**config.mk**
```make
export PLATFORM = sky130hd
export DESIGN_NAME = seq_control_flat
export DESIGN_NICKNAME = d
export VERILOG_FILES = /design/src/rtl/seq_control_if.sv /design/src/rtl/seq_control.sv /design/src/flat_wrapper.sv
export SDC_FILE = /design/constraint.sdc
export NUM_CORES = 1
export LEC_CHECK = 0
export BUFFER_PORTS_ARGS = -buffer_cell sky130_fd_sc_hd__buf_2
export CORE_ASPECT_RATIO = 0.6
export CORE_UTILIZATION = 37
export DETAILED_ROUTE_END_ITERATION = 6
export PLACE_DENSITY = 0.78
export SETUP_SLACK_MARGIN = 0.15
export SLEW_MARGIN = 10
export SYNTH_ARGS = -nofsm -noshare
export SYNTH_HDL_FRONTEND = slang
export SYNTH_SLANG_ARGS = --single-unit
```
**constraint.sdc**
```tcl
create_clock -name clock -period 2.05 [get_ports clock]
set_clock_uncertainty 0.05 [all_clocks]
set_input_delay 0.1025 -clock clock [delete_from_list [all_inputs] [get_ports clock]]
set_output_delay 0.1025 -clock clock [all_outputs]
set_load 0.1 [all_outputs]
```
**src/rtl/seq_control_if.sv**
```systemverilog
// Control-word bundle between the sequencer and the datapath.
// The sequencer side drives every strobe and reads the instruction register and the branch flag.
interface seq_control_if;
    logic [31:0] ir;
    logic        con;

    logic        PCout, MDRout, Zlowout, Zhighout, Rout, BAout, Cout;
    logic        PCin, MARin, MDRin, IRin, Yin, Zlowin, Zhighin, Rin, CONin;
    logic        Read, Write;
    logic        Gra, Grb, Grc;
    logic [4:0]  op;
    logic [31:0] C_sext;
    logic        run;
    logic [3:0]  step;

    modport master (
        input  ir, con,
        output PCout, MDRout, Zlowout, Zhighout, Rout, BAout, Cout,
        output PCin, MARin, MDRin, IRin, Yin, Zlowin, Zhighin, Rin, CONin,
        output Read, Write, Gra, Grb, Grc, op, C_sext, run, step
    );

    modport slave (
        output ir, con,
        input  PCout, MDRout, Zlowout, Zhighout, Rout, BAout, Cout,
        input  PCin, MARin, MDRin, IRin, Yin, Zlowin, Zhighin, Rin, CONin,
        input  Read, Write, Gra, Grb, Grc, op, C_sext, run, step
    );
endinterface

```
**src/rtl/seq_control.sv**
```systemverilog
// Moore control sequencer: fetch in T0..T2, decode at the end of T2, then execute the instruction class.
// All strobes come from the current T-step and the instruction register.
module seq_control (
    input  logic         clock,
    input  logic         clear,
    seq_control_if.master bus
);
    typedef enum logic [3:0] {
        S_T0   = 4'h0,
        S_T1   = 4'h1,
        S_T2   = 4'h2,
        S_T3   = 4'h3,
        S_T4   = 4'h4,
        S_T5   = 4'h5,
        S_T6   = 4'h6,
        S_T7   = 4'h7,
        S_RST  = 4'hE,
        S_HALT = 4'hF
    } state_t;

    localparam logic [4:0] OP_ADD  = 5'b00011;
    localparam logic [4:0] OP_INC  = 5'b11100;
    localparam logic [4:0] OPC_LD   = 5'b00000;
    localparam logic [4:0] OPC_ST   = 5'b00001;
    localparam logic [4:0] OPC_ADDI = 5'b01100;
    localparam logic [4:0] OPC_BR   = 5'b10010;
    localparam logic [4:0] OPC_HALT = 5'b11011;

    state_t     r_state;
    state_t     w_next_state;
    logic [4:0] w_opc;
    logic       w_is_rtype, w_is_ld, w_is_st, w_is_addi, w_is_br, w_is_halt;

    assign w_opc      = bus.ir[31:27];
    assign w_is_rtype = (w_opc >= 5'b00011) && (w_opc <= 5'b00110);
    assign w_is_ld    = (w_opc == OPC_LD);
    assign w_is_st    = (w_opc == OPC_ST);
    assign w_is_addi  = (w_opc == OPC_ADDI);
    assign w_is_br    = (w_opc == OPC_BR);
    assign w_is_halt  = (w_opc == OPC_HALT);

    assign bus.C_sext = {{13{bus.ir[18]}}, bus.ir[18:0]};
    assign bus.step   = r_state;
    assign bus.run    = (r_state != S_HALT);

    always_ff @(posedge clock or posedge clear) begin
        if (clear) r_state <= S_RST;
        else       r_state <= w_next_state;
    end

    always_comb begin
        w_next_state = r_state;
        unique case (r_state)
            S_RST:  w_next_state = S_T0;
            S_T0:   w_next_state = S_T1;
            S_T1:   w_next_state = S_T2;
            S_T2: begin
                if (w_is_rtype || w_is_addi || w_is_ld || w_is_st || w_is_br) w_next_state = S_T3;
                else if (w_is_halt) w_next_state = S_HALT;
                else                w_next_state = S_T0;
            end
            S_T3:   w_next_state = S_T4;
            S_T4:   w_next_state = S_T5;
            S_T5:   w_next_state = (w_is_ld || w_is_st || w_is_br) ? S_T6 : S_T0;
            S_T6:   w_next_state = w_is_ld ? S_T7 : S_T0;
            S_T7:   w_next_state = S_T0;
            S_HALT: w_next_state = S_HALT;
            default: w_next_state = S_RST;
        endcase
    end

    always_comb begin
        bus.PCout = 1'b0; bus.MDRout = 1'b0; bus.Zlowout = 1'b0; bus.Zhighout = 1'b0;
        bus.Rout  = 1'b0; bus.BAout  = 1'b0; bus.Cout    = 1'b0;
        bus.PCin  = 1'b0; bus.MARin  = 1'b0; bus.MDRin   = 1'b0; bus.IRin     = 1'b0;
        bus.Yin   = 1'b0; bus.Zlowin = 1'b0; bus.Zhighin = 1'b0; bus.Rin      = 1'b0;
        bus.CONin = 1'b0; bus.Read   = 1'b0; bus.Write   = 1'b0;
        bus.Gra   = 1'b0; bus.Grb    = 1'b0; bus.Grc     = 1'b0;
        bus.op    = 5'b00000;
        unique case (r_state)
            S_T0: begin
                bus.PCout = 1'b1; bus.MARin = 1'b1; bus.Zlowin = 1'b1; bus.op = OP_INC;
            end
            S_T1: begin
                bus.Zlowout = 1'b1; bus.PCin = 1'b1; bus.Read = 1'b1; bus.MDRin = 1'b1;
            end
            S_T2: begin
                bus.MDRout = 1'b1; bus.IRin = 1'b1;
            end
            S_T3: begin
                if (w_is_rtype) begin
                    bus.Grb = 1'b1; bus.Rout = 1'b1; bus.Yin = 1'b1;
                end else if (w_is_addi || w_is_ld || w_is_st) begin
                    bus.Grb = 1'b1; bus.BAout = 1'b1; bus.Yin = 1'b1;
                end else if (w_is_br) begin
                    bus.Gra = 1'b1; bus.Rout = 1'b1; bus.CONin = 1'b1;
                end
            end
            S_T4: begin
                if (w_is_rtype) begin
                    bus.Grc = 1'b1; bus.Rout = 1'b1; bus.Zlowin = 1'b1; bus.op = w_opc;
                end else if (w_is_addi || w_is_ld || w_is_st) begin
                    bus.Cout = 1'b1; bus.Zlowin = 1'b1; bus.op = OP_ADD;
                end else if (w_is_br) begin
                    bus.PCout = 1'b1; bus.Yin = 1'b1;
                end
            end
            S_T5: begin
                if (w_is_rtype || w_is_addi) begin
                    bus.Zlowout = 1'b1; bus.Gra = 1'b1; bus.Rin = 1'b1;
                end else if (w_is_ld || w_is_st) begin
                    bus.Zlowout = 1'b1; bus.MARin = 1'b1;
                end else if (w_is_br) begin
                    bus.Cout = 1'b1; bus.Zlowin = 1'b1; bus.op = OP_ADD;
                end
            end
            S_T6: begin
                if (w_is_ld) begin
                    bus.Read = 1'b1; bus.MDRin = 1'b1;
                end else if (w_is_st) begin
                    bus.Gra = 1'b1; bus.Rout = 1'b1; bus.Write = 1'b1;
                end else if (w_is_br && bus.con) begin
                    // The branch target already sits in Z; only commit it when the condition held.
                    bus.Zlowout = 1'b1; bus.PCin = 1'b1;
                end
            end
            S_T7: begin
                if (w_is_ld) begin
                    bus.MDRout = 1'b1; bus.Gra = 1'b1; bus.Rin = 1'b1;
                end
            end
            default: ;
        endcase
    end
endmodule

```
**src/flat_wrapper.sv**
```systemverilog
// flat-port wrapper written by rule: the top's interface ports become plain ports
module seq_control_flat 
  (clock, clear, bus_ir, bus_con, bus_PCout, bus_MDRout, bus_Zlowout, bus_Zhighout, bus_Rout, bus_BAout, bus_Cout, bus_PCin, bus_MARin, bus_MDRin, bus_IRin, bus_Yin, bus_Zlowin, bus_Zhighin, bus_Rin, bus_CONin, bus_Read, bus_Write, bus_Gra, bus_Grb, bus_Grc, bus_op, bus_C_sext, bus_run, bus_step);
  seq_control_if bus_i ();
  input  logic clock;
  input  logic clear;
  input wire logic [$bits(bus_i.ir)-1:0] bus_ir;
  input wire logic [$bits(bus_i.con)-1:0] bus_con;
  output wire logic [$bits(bus_i.PCout)-1:0] bus_PCout;
  output wire logic [$bits(bus_i.MDRout)-1:0] bus_MDRout;
  output wire logic [$bits(bus_i.Zlowout)-1:0] bus_Zlowout;
  output wire logic [$bits(bus_i.Zhighout)-1:0] bus_Zhighout;
  output wire logic [$bits(bus_i.Rout)-1:0] bus_Rout;
  output wire logic [$bits(bus_i.BAout)-1:0] bus_BAout;
  output wire logic [$bits(bus_i.Cout)-1:0] bus_Cout;
  output wire logic [$bits(bus_i.PCin)-1:0] bus_PCin;
  output wire logic [$bits(bus_i.MARin)-1:0] bus_MARin;
  output wire logic [$bits(bus_i.MDRin)-1:0] bus_MDRin;
  output wire logic [$bits(bus_i.IRin)-1:0] bus_IRin;
  output wire logic [$bits(bus_i.Yin)-1:0] bus_Yin;
  output wire logic [$bits(bus_i.Zlowin)-1:0] bus_Zlowin;
  output wire logic [$bits(bus_i.Zhighin)-1:0] bus_Zhighin;
  output wire logic [$bits(bus_i.Rin)-1:0] bus_Rin;
  output wire logic [$bits(bus_i.CONin)-1:0] bus_CONin;
  output wire logic [$bits(bus_i.Read)-1:0] bus_Read;
  output wire logic [$bits(bus_i.Write)-1:0] bus_Write;
  output wire logic [$bits(bus_i.Gra)-1:0] bus_Gra;
  output wire logic [$bits(bus_i.Grb)-1:0] bus_Grb;
  output wire logic [$bits(bus_i.Grc)-1:0] bus_Grc;
  output wire logic [$bits(bus_i.op)-1:0] bus_op;
  output wire logic [$bits(bus_i.C_sext)-1:0] bus_C_sext;
  output wire logic [$bits(bus_i.run)-1:0] bus_run;
  output wire logic [$bits(bus_i.step)-1:0] bus_step;
  assign bus_i.ir = bus_ir;
  assign bus_i.con = bus_con;
  assign bus_PCout = bus_i.PCout;
  assign bus_MDRout = bus_i.MDRout;
  assign bus_Zlowout = bus_i.Zlowout;
  assign bus_Zhighout = bus_i.Zhighout;
  assign bus_Rout = bus_i.Rout;
  assign bus_BAout = bus_i.BAout;
  assign bus_Cout = bus_i.Cout;
  assign bus_PCin = bus_i.PCin;
  assign bus_MARin = bus_i.MARin;
  assign bus_MDRin = bus_i.MDRin;
  assign bus_IRin = bus_i.IRin;
  assign bus_Yin = bus_i.Yin;
  assign bus_Zlowin = bus_i.Zlowin;
  assign bus_Zhighin = bus_i.Zhighin;
  assign bus_Rin = bus_i.Rin;
  assign bus_CONin = bus_i.CONin;
  assign bus_Read = bus_i.Read;
  assign bus_Write = bus_i.Write;
  assign bus_Gra = bus_i.Gra;
  assign bus_Grb = bus_i.Grb;
  assign bus_Grc = bus_i.Grc;
  assign bus_op = bus_i.op;
  assign bus_C_sext = bus_i.C_sext;
  assign bus_run = bus_i.run;
  assign bus_step = bus_i.step;
  seq_control u_core (.clock(clock), .clear(clear), .bus(bus_i));
endmodule
```
==> summary.md <==
| Metric | Value |
|---|---|
| Status | complete, but fails checks |
| Failing checks | setup timing |
| Share of cells above drive strength 1 | about two thirds |
| GRT Overall Usage | 23.4% |
| Max_cap viols | 0 |
| Final setup violation count | 4 |
| Post-synth EDFFs | 0 |
| List of most frequent post-synthesis cells | buf_4, nor2_1, a21oi_1 |
| GR Layer Usage met1 | 35.5% |
| Largest net degree at the start of global routing | 15 |
| Synthesis-stage register bit count | 4 |
| Max VDD drop | 0.00189 V |
| Met2 Track Usage GR | 32.4% |
| CTS tree | done |
| IO Port Bufs | 36 |
| Total wire length | 3440 µm |
| First-pass GRT wire length | 5400 µm |
| Setup CP Type | reg -> out |
| YS warnings | 0 |
| CTS root buf | clkbuf_8 |
| Drt initial violations | 70 |
| Core area | 2560 µm² |
| Final Instance Area | 1930 µm² |
| Dpl hpwl | 2440 µm |
| Setup WS post-layout | -0.0718 ns |
| Setup TNS | -0.270 ns |
| Antenna-violating nets left | 0 |
| CP arrival | about 2.0 ns |
| Drt via density | around 5.7 |
| Synth cell types | 48 |
| Mapped Area | 1010 µm² |
| Num Clock Sinks | 4 |
| Post-layout util | 75.5% |
| Area Overhead vs Synth | 90.6% |
| Initial antenna violation count | 0 |
| Worst Path Required | about 1.9 ns |
| Die area | 2960 µm² |
| Register area share after synthesis | 10.2% |
| Clk buf depth | 2 |
| Asr flop ratio synth | 100% |
| Worst-margin pin slew | 0.497 ns |
| Dominant synthesized flop cell | dfstp_2 |
| Met3 Use GR | 6.25% |
| Io pins | between 90 and 100 |
| Placed Instance Area | between 1500 and 2000 µm² |
| Tmin final | 2.12 ns |
| Remaining Overflow, GRT | 0 |
| Worst-path clk slew | roughly 0.04 ns |
| # DRC | 0 |
| Area share of the largest cell type after synthesis | 25.9% |
| Via count | 1,130 |
| CP Max Fanout | 3 |
| Fillers | 158 |
| Total chip power | between 3000 and 4000 µW |
| Most common cell in the synthesized netlist | buf_4 |
| PwrDens | 1930 nW/µm² |
| First-pass DRT Iterations | 4 |
| Final worst-path cycle share | 104% |
| Startpoint Class | flip-flop |
| Max FFs per register | 4 |
| FMAX | 0.471 GHz |
| Initial Util | 39.6% |
| Post-Layout Cell Count | 200 |
| GRT busiest layer | met1 |
| Die Width | 69.6 µm |
| Top cells by area, synth | buf_4, dfstp_2, a21oi_1 |
| Static Leak | about 0.00075 µW |
| Num CTS Buffers | 3 |
| RSZ-0062 raised after global routing | yes |
| Critical path endpoint category | output pin |
| Nets | 204 |
| Clock latency on the worst-skew pair | 0.22 ns |
| FP Rows | 14 |
| Placed instance count | between 150 and 200 |
| Slew margin rel. | 66.6% |
| Syn_area_per_cell | 7.14 µm² |
| Die Ht | 42.5 µm |
| Antenna cells | 0 |
| Vias in the first global route | 1,012 |
| Synth area leader | buf_4 |
| Htree depth | 1 |
| Hold Vio Cnt, Final | 0 |
| Slew Limit Fails | 0 |
| Placer congestion estimate | 0.859 |
| WL/cell | around 17 µm |
| Worst Hold Class | in -> out |
| Cells after Synth | 142 |
## kinds of logic after synthesis
group                  synth area share, %
buffers and inverters                 33.0
AOI/OAI and AO/OA                     23.9
DFF                                   10.2
and+or+nand+nor                       32.5
other                                0.370
## report_power, final
| part | total (µW) | internal [µW] | switching [µW] |
|---|---|---|---|
| Sequential | 221 | 162 | 59.5 |
| Clock | 179 | 133 | 45.8 |
| Combinational | 3330 | 1190 | 2150 |
## path summary, 6_finish.rpt
check	startpoint	cells past startpoint	slack, ns	end
setup / recovery	u_core.bus.step[2]	5	-0.07	bus_Rout
hold / removal	bus_ir[9]	0	0.16	bus_C_sext[9]
setup reg to reg	u_core.bus.step[1]	7	0.37	u_core.bus.step[1]
hold reg to reg	u_core.bus.step[3]	3	0.79	u_core.bus.step[3]
max in group asynchronous	clear	3	1.47	u_core.bus.step[3]
min in group asynchronous	clear	3	0.26	u_core.bus.step[0]
## worst max-delay path: stages (launching register included)
cell      delay (ns)
dfstp_4         0.61
nand2b_4        0.07
or4b_4          0.61
nor2_4          0.14
or3_4           0.15
buf_12          0.16
## per-stage QoR
stage,worst slack (ns),hold WS (ns)
final,-0.0718,0.155
after global routing,-0.105,0.155
after CTS,-0.0660,0.156
after detailed placement,0.123,-0.0623
after global placement,0.134,-0.0704
after floorplan,-0.858,-0.184
## layer usage
metal | vias to the layer above | wire length, µm | share of wire [%]
met5 | - | 0 | 0
met4 | 0 | 2 | 0.058
met3 | 2 | 292 | 8.5
met2 | 67 | 1500 | 44
met1 | 536 | 1640 | 48
li1 | 525 | - | -
## placed cells by master, fill, tap and decap left out, types with 4 or more instances in the layout
cell / synthesis / final
buf_12: 0 / 24
buf_4: 35 / 20
buf_2: 6 / 12
buf_6: 1 / 7
nor2_4: 1 / 6
nor2_1: 9 / 5
o21ai_0: 4 / 4
inv_1: 6 / 4
a21oi_1: 7 / 4
## final cells by class
cell class                      instances  area, µm²  share of cell area [%]
Timing Repair Buffer                   65        795                    41.1
Sequential cell                         4        119                    6.15
Inverter                                6       28.8                    1.49
Tap cell                               32       40.0                    2.07
Clock buffer                            4       45.0                    2.33
Multi-Input combinational cell         89        905                    46.8
## what timing repair did
item	4_1_cts	5_1_grt
buffers inserted	12	5
pin swaps	10	10
hold endpoints to repair	4	0
gates resized for setup	18	8
hold buffers	1	0
setup endpoints to repair	18	19
Power figures use the tool's default switching activity.
